$ cat src/rtl/alu_pkg.sv
// Shared types and constants for the ALU op interface and its sequencer.
package alu_pkg;

  localparam int ALU_OP_W = 4;

  localparam logic [ALU_OP_W-1:0] ALU_OP_NOP = 4'b0000;

  // One-hot op codes driven towards the ALU word datapath.
  typedef enum logic [ALU_OP_W-1:0] {
    GET_WORD_IN   = 4'b0001,
    MUX_WORD_OUT  = 4'b0010,
    LAST_WORD_OUT = 4'b0100
  } alu_op_t;

  typedef enum logic [2:0] {
    ST_IDLE,
    ST_GET,
    ST_MUX,
    ST_LAST,
    ST_DONE
  } alu_seq_state_t;

endpackage

$ cat src/rtl/alu_seq_counter.sv
// Loadable down-counter; o_tc marks the last op of the current phase.
module alu_seq_counter #(
  parameter int W_CNT = 8
) (
  input  logic             clk,
  input  logic             reset_n,
  input  logic             i_clear,
  input  logic             i_load,
  input  logic [W_CNT-1:0] i_load_val,
  input  logic             i_dec,
  output logic             o_tc
);

  localparam logic [W_CNT-1:0] ONE = W_CNT'(1);

  logic [W_CNT-1:0] r_count;

  // Clear wins over load, load wins over decrement; never decrements below zero.
  always_ff @(posedge clk or negedge reset_n) begin
    if (!reset_n) begin
      r_count <= '0;
    end else if (i_clear) begin
      r_count <= '0;
    end else if (i_load) begin
      r_count <= i_load_val;
    end else if (i_dec && (r_count != '0)) begin
      r_count <= r_count - ONE;
    end
  end

  assign o_tc = (r_count == '0);

endmodule

$ cat src/rtl/alu_op_sequencer.sv
// Turns one job descriptor (input/output word counts) into an ordered
// stream of GET / MUX / LAST ops towards the ALU word datapath.
//
// state   | meaning
// IDLE    | waiting for a job, job_ready high
// GET     | issuing GET_WORD_IN, index 0..n_in-1
// MUX     | issuing MUX_WORD_OUT, index 0..n_out_eff-2
// LAST    | issuing LAST_WORD_OUT, index n_out_eff-1
// DONE    | one-cycle done pulse, then back to IDLE
module alu_op_sequencer
  import alu_pkg::*;
#(
  parameter int W_CNT = 8
) (
  input  logic                clk,
  input  logic                reset_n,
  input  logic                job_valid,
  output logic                job_ready,
  input  logic [W_CNT-1:0]    job_n_in,
  input  logic [W_CNT-1:0]    job_n_out,
  input  logic                abort,
  output logic                op_valid,
  input  logic                op_ready,
  output logic [ALU_OP_W-1:0] op,
  output logic [W_CNT-1:0]    op_index,
  output logic                busy,
  output logic                done
);

  localparam logic [W_CNT-1:0] ONE = W_CNT'(1);
  localparam logic [W_CNT-1:0] TWO = W_CNT'(2);

  alu_seq_state_t      r_state;
  alu_seq_state_t      w_state_nxt;
  logic                r_op_valid;
  logic                w_op_valid_nxt;
  logic [ALU_OP_W-1:0] r_op;
  logic [ALU_OP_W-1:0] w_op_nxt;
  logic [W_CNT-1:0]    r_op_index;
  logic [W_CNT-1:0]    w_op_index_nxt;
  logic                r_busy;
  logic                w_busy_nxt;
  logic                r_done;
  logic                w_done_nxt;
  logic                r_job_ready;
  logic                w_job_ready_nxt;
  logic [W_CNT-1:0]    r_n_out_eff;
  logic [W_CNT-1:0]    w_n_out_eff_nxt;

  logic                w_hs;
  logic                w_accept;
  logic [W_CNT-1:0]    w_job_n_out_eff;
  logic                w_cnt_clear;
  logic                w_cnt_load;
  logic [W_CNT-1:0]    w_cnt_load_val;
  logic                w_cnt_dec;
  logic                w_cnt_tc;

  assign w_hs            = r_op_valid && op_ready;
  assign w_accept        = (r_state == ST_IDLE) && r_job_ready && job_valid;
  assign w_job_n_out_eff = (job_n_out == '0) ? ONE : job_n_out;

  // Remaining ops in the current phase; loaded with (phase length - 1)
  // so the terminal flag is a compare against zero and nothing can wrap.
  alu_seq_counter #(
    .W_CNT (W_CNT)
  ) u_remain (
    .clk        (clk),
    .reset_n    (reset_n),
    .i_clear    (w_cnt_clear),
    .i_load     (w_cnt_load),
    .i_load_val (w_cnt_load_val),
    .i_dec      (w_cnt_dec),
    .o_tc       (w_cnt_tc)
  );

  // Next-state and next-output decode; all outputs leave through registers.
  always_comb begin
    w_state_nxt     = r_state;
    w_op_valid_nxt  = r_op_valid;
    w_op_nxt        = r_op;
    w_op_index_nxt  = r_op_index;
    w_busy_nxt      = r_busy;
    w_done_nxt      = 1'b0;
    w_job_ready_nxt = r_job_ready;
    w_n_out_eff_nxt = r_n_out_eff;
    w_cnt_clear     = 1'b0;
    w_cnt_load      = 1'b0;
    w_cnt_load_val  = '0;
    w_cnt_dec       = 1'b0;

    if (abort && (r_state != ST_IDLE)) begin
      // Abort beats a same-cycle handshake: that op is treated as never issued.
      w_state_nxt     = ST_IDLE;
      w_op_valid_nxt  = 1'b0;
      w_op_nxt        = ALU_OP_NOP;
      w_op_index_nxt  = '0;
      w_busy_nxt      = 1'b0;
      w_job_ready_nxt = 1'b1;
      w_n_out_eff_nxt = '0;
      w_cnt_clear     = 1'b1;
    end else begin
      case (r_state)
        ST_IDLE: begin
          w_job_ready_nxt = 1'b1;
          if (w_accept) begin
            w_job_ready_nxt = 1'b0;
            w_busy_nxt      = 1'b1;
            w_op_valid_nxt  = 1'b1;
            w_op_index_nxt  = '0;
            w_n_out_eff_nxt = w_job_n_out_eff;
            if (job_n_in != '0) begin
              w_state_nxt    = ST_GET;
              w_op_nxt       = GET_WORD_IN;
              w_cnt_load     = 1'b1;
              w_cnt_load_val = job_n_in - ONE;
            end else if (w_job_n_out_eff > ONE) begin
              w_state_nxt    = ST_MUX;
              w_op_nxt       = MUX_WORD_OUT;
              w_cnt_load     = 1'b1;
              w_cnt_load_val = w_job_n_out_eff - TWO;
            end else begin
              w_state_nxt    = ST_LAST;
              w_op_nxt       = LAST_WORD_OUT;
              w_op_index_nxt = w_job_n_out_eff - ONE;
            end
          end
        end

        ST_GET: begin
          if (w_hs) begin
            if (w_cnt_tc) begin
              w_op_index_nxt = '0;
              if (r_n_out_eff > ONE) begin
                w_state_nxt    = ST_MUX;
                w_op_nxt       = MUX_WORD_OUT;
                w_cnt_load     = 1'b1;
                w_cnt_load_val = r_n_out_eff - TWO;
              end else begin
                w_state_nxt    = ST_LAST;
                w_op_nxt       = LAST_WORD_OUT;
                w_op_index_nxt = r_n_out_eff - ONE;
              end
            end else begin
              w_op_index_nxt = r_op_index + ONE;
              w_cnt_dec      = 1'b1;
            end
          end
        end

        ST_MUX: begin
          if (w_hs) begin
            if (w_cnt_tc) begin
              w_state_nxt    = ST_LAST;
              w_op_nxt       = LAST_WORD_OUT;
              w_op_index_nxt = r_n_out_eff - ONE;
            end else begin
              w_op_index_nxt = r_op_index + ONE;
              w_cnt_dec      = 1'b1;
            end
          end
        end

        ST_LAST: begin
          if (w_hs) begin
            w_state_nxt    = ST_DONE;
            w_op_valid_nxt = 1'b0;
            w_op_nxt       = ALU_OP_NOP;
            w_op_index_nxt = '0;
            w_done_nxt     = 1'b1;
          end
        end

        ST_DONE: begin
          w_state_nxt     = ST_IDLE;
          w_busy_nxt      = 1'b0;
          w_job_ready_nxt = 1'b1;
        end

        default: begin
          w_state_nxt     = ST_IDLE;
          w_op_valid_nxt  = 1'b0;
          w_op_nxt        = ALU_OP_NOP;
          w_op_index_nxt  = '0;
          w_busy_nxt      = 1'b0;
          w_job_ready_nxt = 1'b1;
          w_cnt_clear     = 1'b1;
        end
      endcase
    end
  end

  // State and output registers; job_ready comes up one clock after reset release.
  always_ff @(posedge clk or negedge reset_n) begin
    if (!reset_n) begin
      r_state     <= ST_IDLE;
      r_op_valid  <= 1'b0;
      r_op        <= ALU_OP_NOP;
      r_op_index  <= '0;
      r_busy      <= 1'b0;
      r_done      <= 1'b0;
      r_job_ready <= 1'b0;
      r_n_out_eff <= '0;
    end else begin
      r_state     <= w_state_nxt;
      r_op_valid  <= w_op_valid_nxt;
      r_op        <= w_op_nxt;
      r_op_index  <= w_op_index_nxt;
      r_busy      <= w_busy_nxt;
      r_done      <= w_done_nxt;
      r_job_ready <= w_job_ready_nxt;
      r_n_out_eff <= w_n_out_eff_nxt;
    end
  end

  assign job_ready = r_job_ready;
  assign op_valid  = r_op_valid;
  assign op        = r_op;
  assign op_index  = r_op_index;
  assign busy      = r_busy;
  assign done      = r_done;

endmodule

$ cat config.mk
export PLATFORM = sky130hd
export DESIGN_NAME = alu_op_sequencer
export DESIGN_NICKNAME = d
export VERILOG_FILES = /design/src/rtl/alu_pkg.sv /design/src/rtl/alu_seq_counter.sv /design/src/rtl/alu_op_sequencer.sv
export SDC_FILE = /design/constraint.sdc
export NUM_CORES = 1
export LEC_CHECK = 0
export CORE_AREA = 5 5 63 107
export CTS_CLUSTER_DIAMETER = 80
export DETAILED_ROUTE_END_ITERATION = 7
export DIE_AREA = 0 0 68 112
export PLACE_DENSITY = 0.75
export RECOVER_POWER = 100
export SYNTH_ARGS = -nofsm -noshare
export SYNTH_HDL_FRONTEND = slang
export SYNTH_SLANG_ARGS = --single-unit
$ cat constraint.sdc
create_clock -name clk -period 2.1 [get_ports clk]
set_input_delay 0.21 -clock clk [delete_from_list [all_inputs] [get_ports clk]]
set_output_delay 0.21 -clock clk [all_outputs]
set_load 0.01 [all_outputs]
# Yosys cells after proc, flatten, opt, wreduce, memory -nomap -nowiden
# Index checks and enable logic that the tools add are counted.
dict set report totals {
  ff_bits 35
  inputBits 21
  word_cells 129
}
dict set report classes {
  add_sub_neg 7
  n_lt_le_gt_ge 2
  eq_ne 13
  n_mux 74
  reduce_logical 24
}
# cell n
set op_table {}
lappend op_table {{$mux 8} 24}
lappend op_table {{$pmux 8 s5} 1}
lappend op_table {{$sub 8x1->8 const B} 4}
lappend op_table {{$mux 3} 10}
lappend op_table {{$mux 4} 7}
lappend op_table {{$mux 1} 24}
lappend op_table {{$pmux 4 s5} 1}
lappend op_table {{$gt 8x1->1 const B} 2}
lappend op_table {{$logic_not 8->1} 2}
lappend op_table {{$pmux 8 s2} 1}
lappend op_table {{$reduce_bool 8->1} 2}
lappend op_table {{$sub 8x2->8 const B} 2}
lappend op_table {{$pmux 3 s4} 1}
lappend op_table {{$ne 3x2->1 const B} 3}
lappend op_table {{$ne 3x3->1 const B} 3}
lappend op_table {{$add 8x1->8 const B} 1}
lappend op_table {{$reduce_and 7->1} 1}
lappend op_table {{$eq 3x2->1 const B} 2}
lappend op_table {{$pmux 1 s2} 3}
lappend op_table {{$reduce_and 6->1} 1}
lappend op_table {{$reduce_bool 3->1} 2}
lappend op_table {{$reduce_or 3->1} 2}
lappend op_table {{$logic_and 1x1->1} 5}
lappend op_table {{$reduce_and 5->1} 1}
lappend op_table {{other kinds (12)} 15}

# Depth between registers and ports, before layout
dict set report depth {
  ltp_word 10
  mapped_depth 10
}

# Hierarchy
# A second synthesis with hierarchy kept.
dict set report hier_totals {
  cells_unflattened 335
  area_unflattened_um2 2842.7
}
# module n_inst cells_each area_each_um2 seq_area_each_um2
set modules_own_cells {}
lappend modules_own_cells {alu_op_sequencer 1 273 2273.4 650.6}
lappend modules_own_cells {alu_seq_counter 1 62 569.3 200.2}

# Least setup slack after synthesis
# No wires, ideal clock.
dict set report synth_timing {
  path_type {register -> register}
  start {register r_n_out_eff[1]}
  end {register u_remain.r_count[0]}
  setup_ns 0.147
  t_arrival_ns 1.904
  required_time_ns 1.953
  slack_ns 0.049
  stages_incl_launch_ff 10
  path_buffers 1
  period_less_slack_ns 2.051
  path_cell_list {dfrtp_1 -> inv_1 -> ha_1 -> or2_2 -> a31oi_1 -> and3_1 -> clkbuf_4 -> o21ai_4 -> a221oi_1 -> a211oi_1}
}
dict set report synth_via {
  elab_chain_cells 8
}
# item line
set synth_lines {}
lappend synth_lines {{start: declaration} alu_op_sequencer.sv:47} ;# logic [W_CNT-1:0] r_n_out_eff;
lappend synth_lines {{start signal: assignment} alu_op_sequencer.sv:212} ;# r_n_out_eff <= w_n_out_eff_nxt;
lappend synth_lines {{$gt 8x1->1 *} alu_op_sequencer.sv:134} ;# if (r_n_out_eff > ONE) begin
lappend synth_lines {{$mux 8 or $mux 1 (tied branches)} alu_op_sequencer.sv:134}
lappend synth_lines {{$mux 8 or $mux 1 (tied branches)} alu_op_sequencer.sv:132} ;# if (w_cnt_tc) begin
lappend synth_lines {{$mux 8 or $mux 1 (tied branches)} alu_op_sequencer.sv:131} ;# if (w_hs) begin
lappend synth_lines {{$pmux 8 s2 or $pmux 1 s2 (tied branches)} alu_op_sequencer.sv:103} ;# case (r_state)
lappend synth_lines {{$mux 8 or $mux 1 (tied branches)} alu_op_sequencer.sv:92} ;# if (abort && (r_state != ST_IDLE)) begin
lappend synth_lines {{$mux 8} alu_seq_counter.sv:24} ;# end else if (i_load) begin
lappend synth_lines {{$mux 8} alu_seq_counter.sv:22} ;# end else if (i_clear) begin
lappend synth_lines {{end signal: assignment} alu_seq_counter.sv:25} ;# r_count <= i_load_val;
lappend synth_lines {{end signal: assignment} alu_seq_counter.sv:27} ;# r_count <= r_count - ONE;
lappend synth_lines {{end: declaration} alu_seq_counter.sv:16} ;# logic [W_CNT-1:0] r_count;
# Every way passes the cells marked *; elsewhere a longest branch is shown, timed or not.
# A chain may end at the register's enable or synchronous reset.

# Worst setup path after layout
dict set report layout_timing {
  start {register r_n_out_eff[1]}
  end {register u_remain.r_count[4]}
}
dict set report layout_via {
  elab_chain_cells 8
}
# item line
set layout_lines {}
lappend layout_lines {{$sub 8x2->8 or $gt 8x1->1 (tied branches)} {alu_op_sequencer.sv:138, alu_op_sequencer.sv:134}}
lappend layout_lines {{$mux 8 or $mux 1 (tied branches)} alu_op_sequencer.sv:134}
lappend layout_lines {{$mux 8 or $mux 1 (tied branches)} alu_op_sequencer.sv:132}
lappend layout_lines {{$mux 8 or $mux 1 (tied branches)} alu_op_sequencer.sv:131}
lappend layout_lines {{$pmux 8 s2 or $pmux 1 s2 (tied branches)} alu_op_sequencer.sv:103}
lappend layout_lines {{$mux 8 or $mux 1 (tied branches)} alu_op_sequencer.sv:92}
lappend layout_lines {{$mux 8} alu_seq_counter.sv:24}
lappend layout_lines {{$mux 8} alu_seq_counter.sv:22}
# Several ways; a longest one is shown, not always the timed one.

==> summary by stage <==
Status
The run finished with clean final reports.

Setup path
The worst setup path is launched from a register. At the worst endpoint, the arrival time is 2280 ps. Traced cell by cell, the critical path runs through inv_1 -> ha_1 -> or2_2 -> a31oi_1 -> buf_4 -> nand3_2 -> nor2_2 -> a211oi_1 -> a211oi_1.

The category of the critical setup timing path is register to register. The largest stage delay on the critical path is 360 ps. Among cell families on the critical path, the largest total delay comes from simple AND/OR/NAND/NOR gates. The highest fanout seen on the critical path is 5. For the worst setup path, the data required time is 2300 ps. The cell type with the highest occurrence count on the critical path is sky130_fd_sc_hd__a211oi_1. The cell type of the slowest stage on the worst timing path is sky130_fd_sc_hd__dfrtp_1. The buffers plus inverters on the worst setup path is 2. STA classifies the critical path endpoint as a register.

Clock tree
The level count of the clock H-tree is 2. The TritonCTS clock tree is done. The tree built by TritonCTS fans out to 34 sinks. The buffer depth of the longest clock path is 2. After clock tree synthesis, the clock-pin slew on the worst setup and hold paths is 70 ps. CTS placed an instance of sky130_fd_sc_hd__clkbuf_8 at the clock tree root. The total clock buffers created by CTS is 5.

The clock latency on the worst-skew pair is 290 ps.

Synthesis
Summing every instance area after synthesis gives 2788 um^2. Synthesis produced a netlist with a net count of 360. Yosys mapped a number of flops with a built-in enable equal to 0. Among all flip-flop cells after synthesis, the most frequent one is sky130_fd_sc_hd__dfrtp_1. The average footprint of a synthesized cell is 8.551 um^2.

The synthesized design contains 34 register bits. The count of synthesis-stage warnings from yosys is 0. Counting every instance in the synthesized netlist gives around 330.

The distinct cell type count after synthesis is 62. The share of the Yosys chip area taken by registers is 30.52%. After synthesis, the share of flip-flops with an asynchronous set or reset is between 90% and 100%.

Die
The initial core utilization is 48.17%. The floorplan step defined a die boundary enclosing about 7600 um^2. The floorplan has 37 rows. From bottom edge to top edge, the die measures 112 um.

The total area inside the core boundary comes to 5787 um^2. During I/O placement, the number of pins put on the boundary was 37. The die is 68 um wide.

Placed design
The total of buffers placed on input and output ports is 35. At the end of routability-driven placement, the weighted congestion stood at 0.9516. Including well taps, the total number of placed cells is 498.

The detailed placement HPWL is 6.594 mm. OpenSTA, run right after detailed placement, puts the worst setup slack at -433.6 ps.

Timing
The post-route minimum period is 2083 ps. The transition at the pin with the smallest max-transition slack is 852.2 ps. The worst pin sits at a relative slew slack of 43.19%. The share of the cycle needed by the critical path after routing is between 90% and 100%. Setup repair after global routing could not meet its margin everywhere.

The final-report setup violation count is 0. Once routing completed, OpenROAD measured the worst setup slack at 16.61 ps. The total count of hold-check failures in the final report is 0. The clock skew is 4.297 ps. The number of pins exceeding their max-slew limit in the final report is 0.

For this run, the top clock speed supported by timing is 0.4800 GHz.

Global route
The sum of overflow across all layers after global routing is 0. The first global-routing pass estimated 13.19 mm of wire. The number of antenna violations at the first check in global routing is 0.

The maximum number of pins on one net before global-route repair is 35. The met2 track demand over resource is 43.23%. The met1 capacity usage during global routing is 21.77%. Global routing used 22.36% of the available tracks across all layers. The met3 layer usage reported by global route is 2.422%.

In this run the most used layer during global routing was met2. The via count of the first global-routing pass is around 2.9k.

Power
The power per cell area is 1209 nW/um^2. The worst supply voltage drop on vdd is approximately 0.44 mV. The leakage power of the design is 0.001700 uW.

Drt
The first-pass detailed-route iteration total is 5. Summing over every cut layer, the via total after detailed routing is 2878. The detailed-route vias per instance is between 5 and 6. Once detail routing completed, the nets flagged for antenna violations numbered 0. After detailed routing, the average wire length per cell comes to 16.28 um.

For this run, design rule violations remaining after detail routing come to 0. The total wire length is 8.284 mm. The starting DRC count in detailed routing is 247.

Job
The number of maximum-capacitance constraint violations is 0.

Finish
The final cell count without fillers is ~510. The number of antenna diodes is 0. From synthesis to final layout, the design area changed by 39.32%. The share of layout cells above drive strength 1 is 25.99%.

The leading cell type in the layout, fill and taps excluded is sky130_fd_sc_hd__buf_4. In the layout the commonest cells are sky130_fd_sc_hd__buf_4, sky130_fd_sc_hd__dfrtp_1, sky130_fd_sc_hd__nand2_1. After the last flow step, the layout net total stands at 464.

Worst hold path
The worst min-delay path category is input port to register.
through the flow:
step | hold WS [ps] | utilization [%] | power, uW | instance area (um^2) | setup TNS, ps
detailed placement | 518.5 | 63.94 | 4137 | 3700 | -6638
CTS | 343.9 | 66.21 | 4665 | 3831 | -0.3559
finish | 408.4 | 67.11 | 4695 | 3884 | 0
global route | 430.9 | 67.11 | 5016 | 3884 | -81.25
floorplan | -85.59 | - | 2877 | 2788 | 0
global placement | 502.3 | 63.94 | 4074 | 3700 | -5797
Yosys cell counts, types with 3 or more instances:
cell type                  count  share of area [%]
sky130_fd_sc_hd__dfrtp_1      34                 31
sky130_fd_sc_hd__nand2_1      32                4.3
sky130_fd_sc_hd__nor2_1       28                3.8
sky130_fd_sc_hd__o21ai_0      18                3.2
sky130_fd_sc_hd__xor2_1       18                5.7
sky130_fd_sc_hd__xnor2_1      16                5.0
sky130_fd_sc_hd__a21oi_1      14                2.5
sky130_fd_sc_hd__ha_1         13                5.8
sky130_fd_sc_hd__inv_1        13                1.8
sky130_fd_sc_hd__a211oi_1     11                3.0
sky130_fd_sc_hd__nor3_1       11                2.0
sky130_fd_sc_hd__nand3_1      10                1.8
sky130_fd_sc_hd__o22ai_1      10                2.2
sky130_fd_sc_hd__nor3b_1       8                2.2
sky130_fd_sc_hd__a22o_1        7                2.2
sky130_fd_sc_hd__clkbuf_1      6               0.81
sky130_fd_sc_hd__nor4_1        6                1.3
sky130_fd_sc_hd__or3_1         6                1.3
sky130_fd_sc_hd__o211ai_1      5                1.3
sky130_fd_sc_hd__o21ai_1       4               0.72
sky130_fd_sc_hd__nand4_1       3               0.67
tightest hold or removal path, cell delays in order:
cell and delay (ps):
sky130_fd_sc_hd__dlymetal6s2s_1 150, sky130_fd_sc_hd__buf_4 160, sky130_fd_sc_hd__a22o_1 140
repair_timing:
item,CTS,global route
setup buffers,1,2
pin swaps,5,11
setup endpoints to repair,15,13
hold buffers,0,0
cloned,0,0
resized for setup,12,15
per-layer routing:
metal	part of all wire [%]	wire (um)	vias up
met4	4.0	333	0
li1	-	-	1400
met3	3.2	266	24
met2	57	4736	78
met5	0	0	-
met1	36	2948	1376
state kept, by name, indices dropped and copies added, names as in the netlist:
register,count
busy,1
done,1
job_ready,1
op,3
op_index,8
op_valid,1
r_n_out_eff,8
r_state,3
u_remain.r_count,8
path summary, 6_finish.rpt:
kind                            depth (start not counted)                       start  slack, ps                              end
min in group asynchronous                               2                     reset_n        550  u_remain.r_count[5]$_DFFE_PN0P_
max in group asynchronous                               2                     reset_n       1000       r_n_out_eff[1]$_DFFE_PN0P_
worst min-delay path                                    3                job_n_out[4]        410       r_n_out_eff[4]$_DFFE_PN0P_
worst max register to register                          9  r_n_out_eff[1]$_DFFE_PN0P_         20  u_remain.r_count[4]$_DFFE_PN0P_
worst min register to register                          2           op[1]$_DFFE_PN0P_        520                op[1]$_DFFE_PN0P_
worst max-delay path                                    9  r_n_out_eff[1]$_DFFE_PN0P_         20  u_remain.r_count[4]$_DFFE_PN0P_
power breakdown:
group / internal (uW) / switching (uW) / total [uW]
sequential: 882 / 214 / 1100
clock: 264 / 235 / 499
combinational: 1440 / 1650 / 3100
cells by family (layout without fill, tap and decap cells):
group | after synthesis | count (layout) | synth area share [%]
AOI/OAI and AO/OA | 92 | 92 | 23.83
xor gates and xnor gates | 34 | 34 | 10.68
adders and majority gates | 13 | 13 | 5.835
buffers and inverters | 25 | 130 | 4.084
DFF | 34 | 34 | 30.52
muxes | 2 | 2 | 0.7182
other | 1 | 1 | 0.1345
and+or+nand+nor | 125 | 125 | 24.19
final cells by class:
type	count	area, um^2
fill	493	1903
inverter	14	52.55
multi-input combinational	267	1907
sequential	34	850.8
clock buffer	7	86.33
timing repair buffer	108	884.6
tap	78	97.59
clock inverter	1	5.005
Power figures use the tool's default switching activity.
